--- src/rtl/snn_step_controller.sv ---
// Time-step sequencer for the neuron core: collects input spikes, issues one
// synapse-row update per spike, then sweeps every neuron through leak/fire.
module snn_step_controller #(
    parameter int NR_DEPTH   = 16,
    parameter int SR_DEPTH   = 16384,
    parameter int TIME_W     = 16,
    parameter int MAX_SPIKES = 64,
    parameter int NUM_AXONS  = SR_DEPTH / NR_DEPTH,
    parameter int AXON_W     = $clog2(NUM_AXONS),
    parameter int NEURON_W   = $clog2(NR_DEPTH)
) (
    input  logic                clk,
    input  logic                reset,
    input  logic                start,
    input  logic                free_run,
    input  logic [TIME_W-1:0]   num_steps,
    input  logic                host_pause,
    input  logic                spk_valid,
    input  logic [AXON_W-1:0]   spk_axon,
    input  logic                spk_last,
    output logic                spk_ready,
    output logic                upd_valid,
    output logic [AXON_W-1:0]   upd_axon,
    input  logic                upd_ready,
    output logic                fire_valid,
    output logic [NEURON_W-1:0] fire_neuron,
    input  logic                fire_ready,
    output logic                freeze,
    output logic [AXON_W-1:0]   spike_index,
    output logic [TIME_W-1:0]   time_index,
    output logic                step_done,
    output logic                run_done,
    output logic                overflow
);

    localparam int CNT_W = $clog2(MAX_SPIKES + 1);

    typedef enum logic [2:0] {IDLE, COLLECT, ISSUE, SWEEP, STEP_END, PAUSE} state_t;

    state_t             state;
    logic [TIME_W-1:0]  steps_left;
    logic [CNT_W-1:0]   spike_count;
    logic               last_seen;

    // Every output is a register updated alongside the state transition that
    // enters the state it belongs to, so outputs never glitch mid-cycle.
    always_ff @(posedge clk) begin
        if (!reset) begin
            state       <= IDLE;
            steps_left  <= '0;
            spike_count <= '0;
            last_seen   <= 1'b0;
            spk_ready   <= 1'b0;
            upd_valid   <= 1'b0;
            upd_axon    <= '0;
            fire_valid  <= 1'b0;
            fire_neuron <= '0;
            freeze      <= 1'b0;
            spike_index <= '0;
            time_index  <= '0;
            step_done   <= 1'b0;
            run_done    <= 1'b0;
            overflow    <= 1'b0;
        end else begin
            step_done <= 1'b0;
            run_done  <= 1'b0;
            case (state)
                IDLE: begin
                    if (start) begin
                        overflow    <= 1'b0;
                        steps_left  <= (free_run && num_steps != '0) ? num_steps : TIME_W'(1);
                        spike_count <= '0;
                        last_seen   <= 1'b0;
                        freeze      <= 1'b1;
                        spk_ready   <= 1'b1;
                        state       <= COLLECT;
                    end
                end
                COLLECT: begin
                    if (spk_valid) begin
                        // Past the per-step budget the spike is swallowed, but a
                        // final spike must still close the step.
                        if (spike_count == CNT_W'(MAX_SPIKES)) begin
                            overflow <= 1'b1;
                            if (spk_last) begin
                                spk_ready   <= 1'b0;
                                fire_valid  <= 1'b1;
                                fire_neuron <= '0;
                                state       <= SWEEP;
                            end
                        end else begin
                            spike_count <= spike_count + 1'b1;
                            upd_axon    <= spk_axon;
                            spike_index <= spk_axon;
                            last_seen   <= spk_last;
                            upd_valid   <= 1'b1;
                            spk_ready   <= 1'b0;
                            state       <= ISSUE;
                        end
                    end
                end
                ISSUE: begin
                    if (upd_ready) begin
                        upd_valid <= 1'b0;
                        if (last_seen) begin
                            fire_valid  <= 1'b1;
                            fire_neuron <= '0;
                            state       <= SWEEP;
                        end else begin
                            spk_ready <= 1'b1;
                            state     <= COLLECT;
                        end
                    end
                end
                SWEEP: begin
                    if (fire_ready) begin
                        if (fire_neuron == NEURON_W'(NR_DEPTH - 1)) begin
                            fire_valid  <= 1'b0;
                            fire_neuron <= '0;
                            step_done   <= 1'b1;
                            run_done    <= (steps_left == TIME_W'(1));
                            time_index  <= time_index + 1'b1;
                            steps_left  <= steps_left - 1'b1;
                            spike_count <= '0;
                            last_seen   <= 1'b0;
                            state       <= STEP_END;
                        end else begin
                            fire_neuron <= fire_neuron + 1'b1;
                        end
                    end
                end
                STEP_END: begin
                    if (steps_left == '0) begin
                        freeze <= 1'b0;
                        state  <= IDLE;
                    end else if (host_pause) begin
                        freeze <= 1'b0;
                        state  <= PAUSE;
                    end else begin
                        spk_ready <= 1'b1;
                        state     <= COLLECT;
                    end
                end
                PAUSE: begin
                    if (!host_pause) begin
                        freeze    <= 1'b1;
                        spk_ready <= 1'b1;
                        state     <= COLLECT;
                    end
                end
                default: state <= IDLE;
            endcase
        end
    end

endmodule

--- config.mk ---
export PLATFORM = sky130hd
export DESIGN_NAME = snn_step_controller
export DESIGN_NICKNAME = d
export VERILOG_FILES = /design/src/rtl/snn_step_controller.sv
export SDC_FILE = /design/constraint.sdc
export NUM_CORES = 1
export LEC_CHECK = 0
export ABC_AREA = 1
export ABC_CLOCK_PERIOD_IN_PS = 2100
export BUFFER_PORTS_ARGS = -buffer_cell sky130_fd_sc_hd__buf_2
export CORE_MARGIN = 2
export CORE_UTILIZATION = 53
export DETAILED_ROUTE_END_ITERATION = 8
export PLACE_DENSITY_LB_ADDON = 0.05
export SYNTH_ARGS = -nofsm -noshare
export SYNTH_HDL_FRONTEND = slang
export SYNTH_SLANG_ARGS = --single-unit
export TNS_END_PERCENT = 5
--- constraint.sdc ---
create_clock -name clk -period 2.1 [get_ports clk]
set_clock_uncertainty 0.05 [all_clocks]
set_input_delay 0.21 -clock clk [delete_from_list [all_inputs] [get_ports clk]]
set_output_delay 0.21 -clock clk [all_outputs]
set_load 0.01 [all_outputs]
; After elaboration in Yosys (flattened, before gate mapping)
; Index checks and enable logic that the tools add are counted.
[totals]
reg_bits = 64
wordCells = 129
[op_classes]
add_sub_neg = 4
eq_ne = 22
muxes = 64
bitwise_logic = 1
n_reduce_logical = 24
[ops]
columns = cell, count
row1 = two-way mux 16 bit, 4
row2 = two-way mux 7 bit, 5
row3 = one-hot mux 16 bit (2 select lines), 1
row4 = two-way mux 3 bit, 10
row5 = two-way mux 4 bit, 7
row6 = two-way mux 1 bit, 27
row7 = "!= test 2 bit, second input constant", 12
row8 = one-hot mux 7 bit (3 select lines), 1
row9 = AND reduction 7 bit, 3
row10 = AND reduction 4 bit, 5
row11 = one-hot mux 3 bit (6 select lines), 1
row12 = "adder 16 x 1 -> 16 bit, second input constant", 1
row13 = "equality test 16 x 1 -> 1 bit, second input constant", 1
row14 = zero test 16 bit, 1
row15 = nonzero test 16 bit, 1
row16 = "subtractor 16 x 1 -> 16 bit, second input constant", 1
row17 = one-hot mux 4 bit (3 select lines), 1
row18 = one-hot mux 1 bit (3 select lines), 3
row19 = AND reduction 3 bit, 3
row20 = nonzero test 3 bit, 3
row21 = AND reduction 8 bit, 1
row22 = "adder 7 x 1 -> 7 bit, second input constant", 1
row23 = "equality test 7 bit, second input constant", 1
row24 = "equality test 3 x 2 -> 1 bit, second input constant", 2
row25 = 14 further kinds, 19

; Logic depth before layout (Yosys ltp)
[logic_depth]
depth_word = 5
ltp_mapped = 12
ltp_nobuf = 11

; Worst setup path after synthesis
; Ideal clock, no wire load.
[synth_path]
kind = reg-to-reg
from = register fire_neuron[0]
to = register spike_count[1]
setup_time_ns = 0.114
t_arrival_ns = 1.459
required_time_ns = 1.936
slack_ns = 0.477
stages_incl_launch_ff = 12
cell_sequence = dfxtp_1 -> ha_1 -> nand2_1 -> nor2_4 -> inv_1 -> nand2_1 -> nand2_1 -> nor2_1 -> nand2_2 -> buf_6 -> o21ai_1 -> nor2_1
[synth_via]
elab_chain_len = 3
[synth_lines]
columns = element, line
row1 = from (decl), 26  ; output logic [NEURON_W-1:0] fire_neuron,
row2 = from (signal assigned), 128  ; fire_neuron <= fire_neuron + 1'b1;
row3 = equality test 4 bit, 117  ; if (fire_neuron == NEURON_W'(NR_DEPTH - 1)) begin
row4 = != test 2 bit (no line), --
row5 = AND reduction 6 bit (no line), --
row6 = to (signal assigned), 92  ; spike_count <= spike_count + 1'b1;
row7 = to (decl), 42  ; logic [CNT_W-1:0] spike_count;
; Every way passes these cells.
; A chain may end at the register's enable or synchronous reset.

; Worst setup path in the final report
[layout_path]
from = register state[1]
to = register steps_left[10]
[layout_via]
elab_chain_len = 3
elab_cells_between_ends = 8
cone_classes = eq/ne: 4 / mux: 1 / reduce/logical: 3
[layout_lines]
columns = element, line
row1 = from (decl), 40  ; state_t state;
row2 = from (signal assigned), 49  ; state <= IDLE;
row3 = from (signal assigned), 76  ; state <= COLLECT;
row4 = from (signal assigned), 89  ; state <= SWEEP;
row5 = equality test 3 x 2 -> 1 bit or zero test 3 bit (tied branches), 67  ; case (state)
row6 = != test 2 bit (no line) or nonzero test 2 bit (tied branches), --
row7 = AND reduction 4 bit (no line), --
row8 = to (signal assigned), 71  ; steps_left <= (free_run && num_steps != '0) ? num_steps : TIME_W'(1);
row9 = to (signal assigned), 123  ; steps_left <= steps_left - 1'b1;
row10 = to (decl), 41  ; logic [TIME_W-1:0] steps_left;
; Parallel ways exist; a longest one is shown, timed or not.

==> flow_summary.ini <==
[critical_path]
critPathArrivalTime_ns = 2.01
cp_num_buf_inv = 2
cp-end-kind = register
cp_cell_sequence = inv_2 > nor2_8 > nand2_2 > nand2_1 > nand3_2 > inv_2 > o21ai_1 > nor2_1 > nor2_1
startpoint_type = register
worstPathRequired_ns = 2.28
critical_path.max_fanout = 21
critPathTopFamily = flip-flops
critPathKind = reg2reg
crit_slowest_cell = dfxtp_1
critical-path-max-stage-delay_ns = 0.55
r2r_slack_ns = 0.27

[place]
postPlaceCellArea_sq_mm = 0.00424
gp_congestion = 0.922
dp_hpwl_um = 6860
io_buffer_count = 81
dp_cells = 767
preCtsSetupSlack_ns = 0.274

[sta]
setup_ws_ns = 0.271
tns_ns = 0
post-route-period-util_pct = 87.1
hold_viol = 0
period_needed_ns = 1.83
maxSlewHeadroom_pct = 74.6
rsz0062_at_grt = false
finalMaxSlewViolations = 0
worst_hold_slack_ns = 0.0782
worst_pin_slew_ns = 0.380
fmax_ghz = 0.547
setup_viol = 0

[clock_tree]
clock-root-buffer = clkbuf_8
htreeDepth = 3
cts_tree = built
path_clk_slew_ns = 0.07
cts.path.max_buffers = 2
postCtsSetupRepairBufs = 0
hold_buffers = 0
cts.sinks = 64
cts_resized = 0
clkLatencyLatePin_ns = 0.35
cts_inserted_buffers = 9

[die]
rows = 31
ios = 82
die_area_sq_mm = 0.00793
core_sq_mm = 0.00714
start_util_pct = 53.8
die_h_um = 89.1
die_w_um = 89.1

[logic_synthesis]
yosysTopAreaCell = dfxtp_1
synthMuxAreaShare_pct = 0
synth_top_family_by_area = simple AND/OR/NAND/NOR gates
synthTopCellsByCount = nand2_1, nor2_1, dfxtp_1, inv_1, nand3_1
synth_xor_area_share_pct = 1.83
synth_most_common_cell = nand2_1
synthCells = 607
synth_flop_cell = dfxtp_1
synth_fp_nets = 649
synth_cell_types = 36
synthSimpleGateAreaFrac_pct = 39.8
syn_area_sq_mm = 0.00384
synthAdderAreaFrac_pct = 2.28
synth_area_leaders = dfxtp_1, nand2_1, nor2_1
yosysWarnings = 0
yosysTopAreaCellShare_pct = 33.4
synth_edf_count = 0
yosysSeqAreaShare_pct = 33.4
syn_area_per_cell_sq_um = 6.32
synth-compound-area-share_pct = 11.5
async_flop_share_pct = 0
synth-seq-cells = 64

[grt]
grt_max_degree = 23
grt_pass1_vias = 3480
antenna_found_initial = 0
track_usage_pct = 24.3
grt_pass1_wl_um = 15200
grt.overflow.total = 0

[layout]
diodes = 0
final_area_sq_mm = 0.00442
nNetsFinal = 721
fin_util_pct = 62.0
area_growth_syn_to_layout_pct = 15.3
drive_gt1_share_pct = 18.0
instances_no_fill = 783

[outcome]
status = finished, final reports clean

[route]
dr.pass1.iters = 5
first_iter_violations = 251
num_vias = 3999
wl_per_cell_um = 11.8
routed_wl_um = 9250
via_per_inst = 5.11
drc = 0
ant_nets = 0

[power]
power_mw = 5.17
vdd_drop_max_mv = 0.579
power_leakage_nw = 2.09
p_per_area_mw_per_mm2 = 1170

[flow_run]
maxCapViolCount = 0

[worst_hold_path]
hold_path_class = in2reg
-- state kept, by name, indices dropped and copies added (netlist names) --
signal,cells
upd_valid,1
steps_left,16
fire_valid,1
spk_ready,1
spike_index,10
fire_neuron,4
overflow,1
time_index,16
spike_count,7
last_seen,1
step_done,1
state,3
run_done,1
freeze,1
-- where the power goes --
group | internal (mW) | switching, mW | total, mW
Clock | 0.549 | 0.472 | 1.02
Combinational | 0.816 | 1.62 | 2.43
Sequential | 1.47 | 0.255 | 1.72
Total | 2.83 | 2.34 | 5.17
-- worst register-to-register path, cell delays in order (launching register included) --
cell and delay [ns]:
dfxtp_1 0.55, inv_2 0.16, nor2_8 0.19, nand2_2 0.05, nand2_1 0.07, nand3_2 0.07
inv_2 0.30, o21ai_1 0.12, nor2_1 0.12, nor2_1 0.04
-- path summary, 6_finish.rpt --
kind,start,to,cells past startpoint
worst min register to register,freeze$_SDFFE_PN0P_,freeze$_SDFFE_PN0P_,2
worst max register to register,state[1]$_SDFFE_PN0P_,steps_left[10]$_SDFFE_PN0P_,9
worst max-delay path,state[1]$_SDFFE_PN0P_,steps_left[10]$_SDFFE_PN0P_,9
worst min-delay path,spk_last,last_seen$_SDFFE_PN0P_,3
-- cells in the final DEF, fill, tap and decap left out, drive strengths merged --
cell type and count:
nand2 154, nor2 110, buf 89, inv 65, dfxtp 64, nand3 60, a21oi 52, o21ai 29
clkbuf 13, nor3 10, ha 7, nand4 7, xor2 5, xnor2 3, nor3b 3, nand3b 2
a31oi 2, clkinv 2, or2 2, o21a 1, o22ai 1, a31o 1, clkinvlp 1, bufinv 1
-- layout make-up --
type | instances | area [sq um]
Fill cell | 737 | 2710
Clock inverter | 3 | 42.5
Clock buffer | 13 | 139
Timing Repair Buffer | 89 | 465
Inverter | 66 | 248
Sequential cell | 64 | 1280
Tap cell | 99 | 124
Multi-Input combinational cell | 449 | 2120
-- cell families (layout without fill, tap and decap cells) --
family,after synthesis,after routing
adders and majority gates,7,7
AOI/OAI and AO/OA,86,86
DFF,64,64
buffers and inverters,94,171
xor gates and xnor gates,8,8
and+or+nand+nor,348,348
-- layer usage --
| metal | vias to the layer above | track usage, % | wire [um] |
|---|---|---|---|
| li1 | 2084 | - | - |
| met1 | 1774 | 33.4 | 4390 |
| met2 | 130 | 37.4 | 4130 |
| met3 | 11 | 5.36 | 624 |
| met4 | 0 | 9.50 | 102 |
| met5 | - | 0 | 0 |
(Power assumes the default switching activity.)
